===== config.mk =====
export PLATFORM = sky130hd
export DESIGN_NAME = des_sbox_pbox_stage
export DESIGN_NICKNAME = d
export VERILOG_FILES = /design/src/rtl/des_sbox_pbox_stage.sv
export SDC_FILE = /design/constraint.sdc
export NUM_CORES = 1
export LEC_CHECK = 0
export ABC_CLOCK_PERIOD_IN_PS = 4040
export CAP_MARGIN = 20
export CORE_MARGIN = 5
export CORE_UTILIZATION = 59
export DETAILED_ROUTE_END_ITERATION = 7
export PLACE_DENSITY_LB_ADDON = 0.15
export SKIP_LAST_GASP = 1
export SYNTH_ARGS = -nofsm -noshare
export SYNTH_HDL_FRONTEND = slang
export SYNTH_SLANG_ARGS = --single-unit

===== constraint.sdc =====
create_clock -name clk -period 4.04 [get_ports clk]
set_clock_uncertainty 0.15 [all_clocks]
set_input_delay 0.808 -clock clk [delete_from_list [all_inputs] [get_ports clk]]
set_output_delay 0.808 -clock clk [all_outputs]
set_load 0.01 [all_outputs]

===== src/rtl/des_sbox_pbox_stage.sv =====
// DES f-function back end: (E ^ K) -> S-boxes -> P permutation.
// Bit 0 of every vector is DES bit 1 (the MSB).
// Two-deep valid/ready pipeline: an optional XOR register, then the result register.
module des_sbox_pbox_stage #(
  parameter int XOR_REG = 1
) (
  input  logic        clk,
  input  logic        rst,
  input  logic        in_valid,
  output logic        in_ready,
  input  logic [0:47] expanded_in,
  input  logic [0:47] subkey_in,
  output logic        out_valid,
  input  logic        out_ready,
  output logic [0:31] f_out
);

  // S1..S8 as 64-nibble ROMs, row-major (row 0 col 0 first), nibble MSB first.
  localparam logic [0:255] SBOX [0:7] = '{
    256'hE4D12FB83A6C5907_0F74E2D1A6CB9538_41E8D62BFC973A50_FC8249175B3EA06D,
    256'hF18E6B34972DC05A_3D47F28EC01A69B5_0E7BA4D158C6932F_D8A13F42B67C05E9,
    256'hA09E63F51DC7B428_D709346A285ECBF1_D6498F30B12C5AE7_1AD069874FE3B52C,
    256'h7DE3069A1285BC4F_D8B56F03472C1AE9_A690CB7DF13E5284_3F06A1D8945BC72E,
    256'h2C417AB6853FD0E9_EB2C47D150FA3986_421BAD78F9C5630E_B8C71E2D6F09A453,
    256'hC1AF92680D34E75B_AF427C9561DE0B38_9EF528C3704A1DB6_432C95FABE17608D,
    256'h4B2EF08D3C975A61_D0B7491AE35C2F86_14BDC37EAF680592_6BD814A7950FE23C,
    256'hD2846FB1A93E50C7_1FD8A374C56B0E92_7B419CE206ADF358_21E74A8DFC90356B
  };

  // P permutation, converted to 0-based source indices into the S-box output.
  localparam logic [4:0] P_IDX [0:31] = '{
    5'd15, 5'd6,  5'd19, 5'd20, 5'd28, 5'd11, 5'd27, 5'd16,
    5'd0,  5'd14, 5'd22, 5'd25, 5'd4,  5'd17, 5'd30, 5'd9,
    5'd1,  5'd7,  5'd23, 5'd13, 5'd31, 5'd26, 5'd2,  5'd8,
    5'd18, 5'd12, 5'd29, 5'd5,  5'd21, 5'd10, 5'd3,  5'd24
  };

  logic [0:47] sp_in;   // E ^ K feeding the S-box layer
  logic        sp_adv;  // result register loads this cycle
  logic [0:31] s_val;   // concatenated S-box outputs
  logic [0:31] p_val;   // P(S(E ^ K))

  // ---- stage p1: optional E ^ K register ----
  if (XOR_REG != 0) begin : g_xor_reg
    logic        vld_p1;
    logic [0:47] x_p1;

    assign sp_adv   = vld_p1 && (!out_valid || out_ready);
    assign in_ready = !vld_p1 || sp_adv;
    assign sp_in    = x_p1;

    // Capture E ^ K on accept; empty the slot when it moves on with nothing behind it.
    always_ff @(posedge clk) begin
      if (rst) begin
        vld_p1 <= 1'b0;
        x_p1   <= '0;
      end else if (in_valid && in_ready) begin
        vld_p1 <= 1'b1;
        x_p1   <= expanded_in ^ subkey_in;
      end else if (sp_adv) begin
        vld_p1 <= 1'b0;
      end
    end
  end else begin : g_xor_comb
    assign in_ready = !out_valid || out_ready;
    assign sp_adv   = in_valid && in_ready;
    assign sp_in    = expanded_in ^ subkey_in;
  end

  // S-box layer: row = {b0,b5}, col = {b1..b4}, ROM index = row*16 + col.
  for (genvar j = 0; j < 8; j++) begin : g_sbox
    logic [0:5] grp;
    logic [5:0] idx;
    assign grp                = sp_in[6*j +: 6];
    assign idx                = {grp[0], grp[5], grp[1:4]};
    assign s_val[4*j +: 4]    = SBOX[j][{idx, 2'b00} +: 4];
  end

  // P permutation is pure wiring.
  for (genvar i = 0; i < 32; i++) begin : g_pbox
    assign p_val[i] = s_val[P_IDX[i]];
  end

  // ---- stage p2: result register ----
  // Load a new result on advance; drop valid only when consumed with nothing arriving.
  always_ff @(posedge clk) begin
    if (rst) begin
      out_valid <= 1'b0;
      f_out     <= '0;
    end else if (sp_adv) begin
      out_valid <= 1'b1;
      f_out     <= p_val;
    end else if (out_valid && out_ready) begin
      out_valid <= 1'b0;
    end
  end

endmodule


Word-level counts from Yosys, hierarchy flattened
Index checks and enable logic that the tools add are counted.

storage, ports and cells
  register bits after elaboration = 82
  input bits = 100
  output and inout bits = 34
  word-level logic and storage cells = 34

operators by class
  shift-type cells = 8
  multiplexer cells = 4
  bitwise operators = 9
  reductions and logical operators = 9

operators with widths
  cell                        count
  $shiftx 256x9->257 const A  8
  $not 8->9                   8
  $xor 48x48->48              1
  $mux 1                      4
  $reduce_bool 2->1           2
  $logic_and 1x1->1           3
  $logic_not 1->1             2
  $logic_or 1x1->1            2

Longest topological paths before layout
Gate-level depths: netlist of the first run.

  depth in word-level cells = 6
  mapped depth = 9
  gate-level depth less buffers = 7

Least setup slack after synthesis of the first run
Ideal clock, no wire load.

  path type = reg2reg
  start point = reg g_xor_reg.x_p1[15] in the netlist's numbering
  end point = reg f_out[29] in the netlist's numbering
  library setup time = 0.086 ns
  data arrival time = 2.233 ns
  required time = 3.804 ns
  path slack = 1.572 ns
  cell stages (with the launch flop) = 9
  path buffers = 2
  clock period less this slack = 2.468 ns
  cells stage by stage = dfxtp_1 > clkbuf_1 > inv_1 > ha_1 > buf_2 > mux4_2 > and3_1 > a211o_1 > a211oi_1

between the ends
  word-level cells in the longest chain between the ends = 2

RTL lines
  what                             line  RTL
  start: declaration               46    logic [0:47] x_p1;
  start signal: assignment         59    x_p1 <= expanded_in ^ subkey_in;
  $not 8->9 (implied by the code)  76    assign s_val[4*j +: 4] = SBOX[j][{idx, 2'b00} +: 4];
  $shiftx 256x9->257               76
  end signal: assignment           92    f_out <= p_val;
  end: declaration                 15    output logic [0:31] f_out

Every way passes these cells.
A chain may end at the register's enable or synchronous reset.

Worst setup path after layout of the first run
  start point = in out_ready
  end point = out in_ready

between the ends
  word-level cells in the longest chain between the ends = 3

RTL lines
  what                line  RTL
  start: declaration  14    input logic out_ready,
  $logic_or 1x1->1    48    assign sp_adv = vld_p1 && (!out_valid || out_ready);
  $logic_and 1x1->1   48
  $logic_or 1x1->1    49    assign in_ready = !vld_p1 || sp_adv;
  end: declaration    10    output logic in_ready,

Every way passes these cells.

==> results of run 1 <==
-- critical path: cells and delay by family --
family                 cells  cell delay, ns
buffers and inverters      2            0.91
and+or+nand+nor            2            0.51
-- sequential cells by signal (all words and copies together) (netlist names) --
signal,cells
f_out,32
out_valid,1
g_xor_reg.vld_p1,1
g_xor_reg.x_p1,48
-- power groups by stage --
stage                     registers (mW)  clock network, mW  logic [mW]
after floorplan                    0.956                  0       0.776
after detailed placement            1.08                  0       0.937
after global routing                1.09              0.864        1.05
after CTS                           1.07              0.830       0.945
final                               1.07              0.819       0.945
after global placement              1.08                  0       0.917
-- area by class of cell --
class / instances / area share [%]
Clock inverter: 3 / 0.430
Clock buffer: 12 / 2.64
Inverter: 45 / 1.81
Tap cell: 176 / 2.36
Multi-Input combinational cell: 773 / 60.3
Timing Repair Buffer: 139 / 14.8
Sequential cell: 82 / 17.6
-- logic make-up (layout without fill, tap and decap cells) --
family,Yosys count,after routing
fa+ha+maj,64,64
xor+xnor,68,68
compound gates,308,308
simple gates,289,289
flops,82,82
buf+inv,140,199
mux,44,44
-- layout by cell type (no fill, tap or decap), types with 9 or more instances in the layout --
master           count
clkdlybuf4s50_1    132
nor2_1             124
dfxtp_1             82
a211oi_1            80
ha_1                64
xnor2_1             61
nand2_1             50
a21oi_1             47
inv_1               38
o21ai_0             37
nand2b_1            26
nor2b_1             21
mux2i_1             18
o211ai_1            18
nor3_1              18
a311oi_1            17
mux4_2              13
a31oi_1             11
o31ai_1             11
nand3_1              9
a211o_1              9
clkbuf_16            9
-- through the flow --
step / worst slack (ns) / hold slack, ns / utilization, %
2_1_floorplan: 1.57 / 0.320 / -
3_3_place_gp: 0.856 / 0.285 / 68.8
3_5_place_dp: 0.844 / 0.291 / 68.8
4_1_cts: 0.844 / 0.299 / 70.9
5_1_grt: 0.768 / 0.325 / 70.9
6_report: 0.853 / 0.294 / 70.9
-- worst max path at each step --
stage                     cells after the start                             from                endpoint  slack (ns)
after detailed placement                      4                        out_ready                in_ready        0.84
after floorplan                               8  g_xor_reg.x_p1[15]$_SDFFE_PP0P_  f_out[29]$_SDFFE_PP0P_        1.57
after CTS                                     4                        out_ready                in_ready        0.84
after global routing                          4                        out_ready                in_ready        0.77
after global placement                        4                        out_ready                in_ready        0.86
final                                         4                        out_ready                in_ready        0.85
-- layer usage --
| layer | up-vias | part of all wire (%) | track usage [%] |
|---|---|---|---|
| met2 | 226 | 46 | 36.6 |
| met5 | - | 0 | 0 |
| li1 | 3733 | - | - |
| met3 | 27 | 6.5 | 4.35 |
| met1 | 3331 | 45 | 31.3 |
| met4 | 0 | 1.9 | 7.08 |
==> results.cfg, run 1 <==
[logic_synthesis]
yosysWarnings = 0
yosysUniqueCellTypes = 73
synth_common_cells = nor2_1, dfxtp_1, a211oi_1
synth_top_cell_by_area = dfxtp_1
ys.flop_type = dfxtp_1
synthesis.area_mm2 = 0.00786
synth_fp_nets = 1159
post-synth-top-count-cell = nor2_1
synth_xor_area_share_pct = 7.57
synth_top_family_by_area = compound AO/OA/AOI/OAI gates
synthArstFlopShare_pct = 0
synth_seq_cells = 82
avgSynthCellArea_um2 = 7.90
yosys.area_share.simple_pct = 17.3
synth.mux.area_fraction_pct = 8.45
synthAdderAreaFrac_pct = 10.2
synth_edf_count = 0
synth_compound_area_share_pct = 27.8
synth_top_area_share_pct = 20.9
syn_inst = 995
netlist_top_cells_area = dfxtp_1, ha_1, a211oi_1, xnor2_1, nor2_1
seq_area_frac_synth_pct = 20.9

[min_path]
whs_path_depth = 2
min_path_type = reg2reg
min_to = f_out[16]$_SDFFE_PP0P_
holdCritStartpoint = f_out[16]$_SDFFE_PP0P_

[grt]
antenna_found_initial = 0
grt_pass1_wl_mm = 30.9
grt_usage_pct = 22.9
overflow = 0
first_global_vias = 6441
grt_max_degree = 51

[placed_design]
place_inst = 1215
gp_congestion = 0.920
hpwlAfterDp_mm = 12.9
place_area_mm2 = 0.00903
portBuffers = 133

[cells_and_area]
synthToLayoutAreaGrowth_pct = 18.5
final_cell_area_mm2 = 0.00932
diodes = 0
multi_input_area_mm2 = 0.00562
final-seq-area_mm2 = 0.00164
fill_cells = 1087
fin_nets = 1214
drive_gt1_share_pct = 4.65
post_layout_nonfiller_instances = 1230

[critical_path]
cp.required_ns = 3.08
cpMostUsedCell = clkdlybuf4s50_1
regToRegSetupSlack_ns = 1.14
r2r_start = g_xor_reg.x_p1[40]$_SDFFE_PP0P_
start_kind = input pin
crit_path_max_incr_delay_ns = 0.52
crit_path_max_fanout = 5
r2r_cells = 7
reg2reg_to = f_out[6]$_SDFFE_PP0P_
critPathKind = in2out
worst_path_max_delay_cell = clkdlybuf4s50_1
worstPathArrival_ns = 2.23
end_kind = output pin
path_cells = clkdlybuf4s50_1, nor2b_1, nand2_1, clkdlybuf4s50_1

[clock_network]
postCtsSetupBuffers = 0
cts.sinks = 82
cts_buffers = 9
htree_levels = 3
tritoncts = built
cts_resized = 0
cts.hold.buffers_added = 0
clkSlewWorstSetupHoldPaths_ns = 0.06
clk_latency_ns = 0.35
cts_buffer_depth = 2
cts-root-buf = clkbuf_16

[drt]
drtIter0Drc = 667
dr.pass1.iters = 5
drc = 0
wirelength_mm = 18.6
vias_per_cell = 5.95
num_vias = 7317
antenna_left = 0
routedWlPerCell_um = 15.1

[power_and_ir_drop]
cellPowerDensity_mw_per_mm2 = 304
p_leak_nw = 3.40
peakVddDrop_mv = 0.194
combPwrFrac_pct = 33.3
p_int_mw = 1.88
total_power_mw = 2.84
netSwitchingFraction_pct = 33.6
clkPwrFrac_pct = 28.9
seq_power_share_pct = 37.8
p_sw_mw = 0.954

[timing]
final_hold_viol_count = 0
min_period_ns = 3.19
setup_viol = 0
report.final.slew_viol_count = 0
relSlewSlack_pct = 30.8
fin_crit_sh_pct = 78.9
tns_ns = 0
fmax_ghz = 0.314
worst_pin_slew_ns = 1.04
rsz0062_at_grt = false

[run]
maxCapViolCount = 0

[floorplan]
io_pins = 134
dieHeight_um = 125
rows = 42
die_area_mm2 = 0.0157
core-area_mm2 = 0.0131
initial_core_util_pct = 59.9
die_w_um = 125

[run_status]
status = finished clean
Power figures use the tool's default switching activity.
==> run 2, diff against run 1 <==
--- a/config.mk
+++ b/config.mk
@@ -5,10 +5,10 @@
 export SDC_FILE = /design/constraint.sdc
 export NUM_CORES = 1
 export LEC_CHECK = 0
-export ABC_CLOCK_PERIOD_IN_PS = 4040
+export ABC_CLOCK_PERIOD_IN_PS = 3100
 export CAP_MARGIN = 20
 export CORE_MARGIN = 5
-export CORE_UTILIZATION = 59
+export CORE_UTILIZATION = 55
 export DETAILED_ROUTE_END_ITERATION = 7
 export PLACE_DENSITY_LB_ADDON = 0.15
 export SKIP_LAST_GASP = 1
==> constraint.sdc (replaced) <==
create_clock -name clk -period 3.1 [get_ports clk]
set_clock_uncertainty 0.15 [all_clocks]
set_input_delay 0.62 -clock clk [delete_from_list [all_inputs] [get_ports clk]]
set_output_delay 0.62 -clock clk [all_outputs]
set_load 0.01 [all_outputs]
==> results.cfg, run 2 (synthesis gave the netlist of run 1 again) <==
[timing]
final_hold_viol_count = 0
fin_ws_ns = 0.349
worst_pin_slew_ns = 1.03
setup_viol = 0
worst_hold_slack_ns = 0.295
tns_ns = 0
fmax_ghz = 0.363
rsz0062_at_grt = false
relSlewSlack_pct = 31.4
report.final.slew_viol_count = 0
fin_crit_sh_pct = 88.8
min_period_ns = 2.75

[grt]
first_global_vias = 6746
grt_max_degree = 97
grt_pass1_wl_mm = 32.3
grt_usage_pct = 23.1
antenna_found_initial = 0
overflow = 0

[drt]
antenna_left = 0
drc = 0
dr.pass1.iters = 5
routedWlPerCell_um = 15.5
drtIter0Drc = 594
vias_per_cell = 5.93
wirelength_mm = 19.4
num_vias = 7436

[floorplan]
io_pins = 134
die_w_um = 130
die_area_mm2 = 0.0168
initial_core_util_pct = 56.4
dieHeight_um = 130
core-area_mm2 = 0.0139
rows = 43

[run_status]
status = finished clean

[cells_and_area]
post-route-util_pct = 67.6
final_cell_area_mm2 = 0.00942
post_layout_nonfiller_instances = 1253
drive_gt1_share_pct = 6.34
regMostFlops = g_xor_reg.x_p1
mostFrequentLayoutCells = clkdlybuf4s50_1, nor2_1, dfxtp_1, a211oi_1, ha_1
synthToLayoutAreaGrowth_pct = 19.8
final_common_cell = clkdlybuf4s50_1
largest_register_ffs = 48
diodes = 0
reg_top3 = g_xor_reg.x_p1 (48), f_out (32)
fin_nets = 1233

[clock_network]
clkSlewWorstSetupHoldPaths_ns = 0.06
cts_buffers = 9
cts.sinks = 82
clk_latency_ns = 0.35
tritoncts = built
cts_resized = 0
cts_buffer_depth = 2
postCtsSetupBuffers = 0
cts-root-buf = clkbuf_16
htree_levels = 3
cts.hold.buffers_added = 0

[power_and_ir_drop]
p_leak_nw = 3.48
cellPowerDensity_mw_per_mm2 = 385
total_power_mw = 3.63
peakVddDrop_mv = 0.281

[min_path]
whs_path_depth = 2
min_path_type = reg2reg

[placed_design]
place_inst = 1238
hpwlAfterDp_mm = 13.7
pre_cts_slack_ns = 0.340
place_area_mm2 = 0.00917
portBuffers = 133
gp_congestion = 0.908

[critical_path]
worstPathArrival_ns = 1.98
start_kind = input pin
r2r_cells = 7
end_kind = output pin
crit_path_max_fanout = 5
cp.required_ns = 2.33
critPathKind = in2out

[run]
maxCapViolCount = 0
## run 2: cell types whose count changed in the layout (fill, tap and decap cells not counted)
cell       previous run  this run
buf_12                1         0
buf_4                 5        25
bufinv_16             1         0
clkbuf_8              1         0
clkinv_2              2         4
## run 2: area by class of cell
class                           instances  area [um^2]
Clock buffer                           11          233
Fill cell                            1192         4510
Multi-Input combinational cell        773         5620
Inverter                               45          169
Sequential cell                        82         1640
Tap cell                              180          225
Timing Repair Buffer                  158         1510
Clock inverter                          4         20.0
## run 2: per-layer routing
metal	GRT usage, %	wire length [um]	part of all wire (%)	vias up
li1	-	-	-	3769
met5	0	0	0	-
met1	30.8	8690	45	3470
met4	7.21	303	1.6	0
met2	37.5	9210	48	170
met3	5.15	1160	6.0	27
## run 2: path summary, 6_finish.rpt
kind                                                      start                     end  slack [ns]
worst min-delay path                     f_out[16]$_SDFFE_PP0P_  f_out[16]$_SDFFE_PP0P_        0.30
worst max-delay path                                  out_ready                in_ready        0.35
worst min register to register           f_out[16]$_SDFFE_PP0P_  f_out[16]$_SDFFE_PP0P_        0.30
worst max register to register  g_xor_reg.x_p1[39]$_SDFFE_PP0P_   f_out[6]$_SDFFE_PP0P_        0.42
## run 2: critical path, cell delays in order
cell	delay, ns
clkdlybuf4s50_1	0.40
nor2b_1	0.33
nand2_1	0.13
clkdlybuf4s50_1	0.50
## run 2: where the power goes
group          switching, mW  total [mW]  internal [mW]
Clock                  0.434       0.967          0.533
Sequential             0.191        1.33           1.14
Combinational          0.632        1.33          0.694
Total                   1.26        3.63           2.37
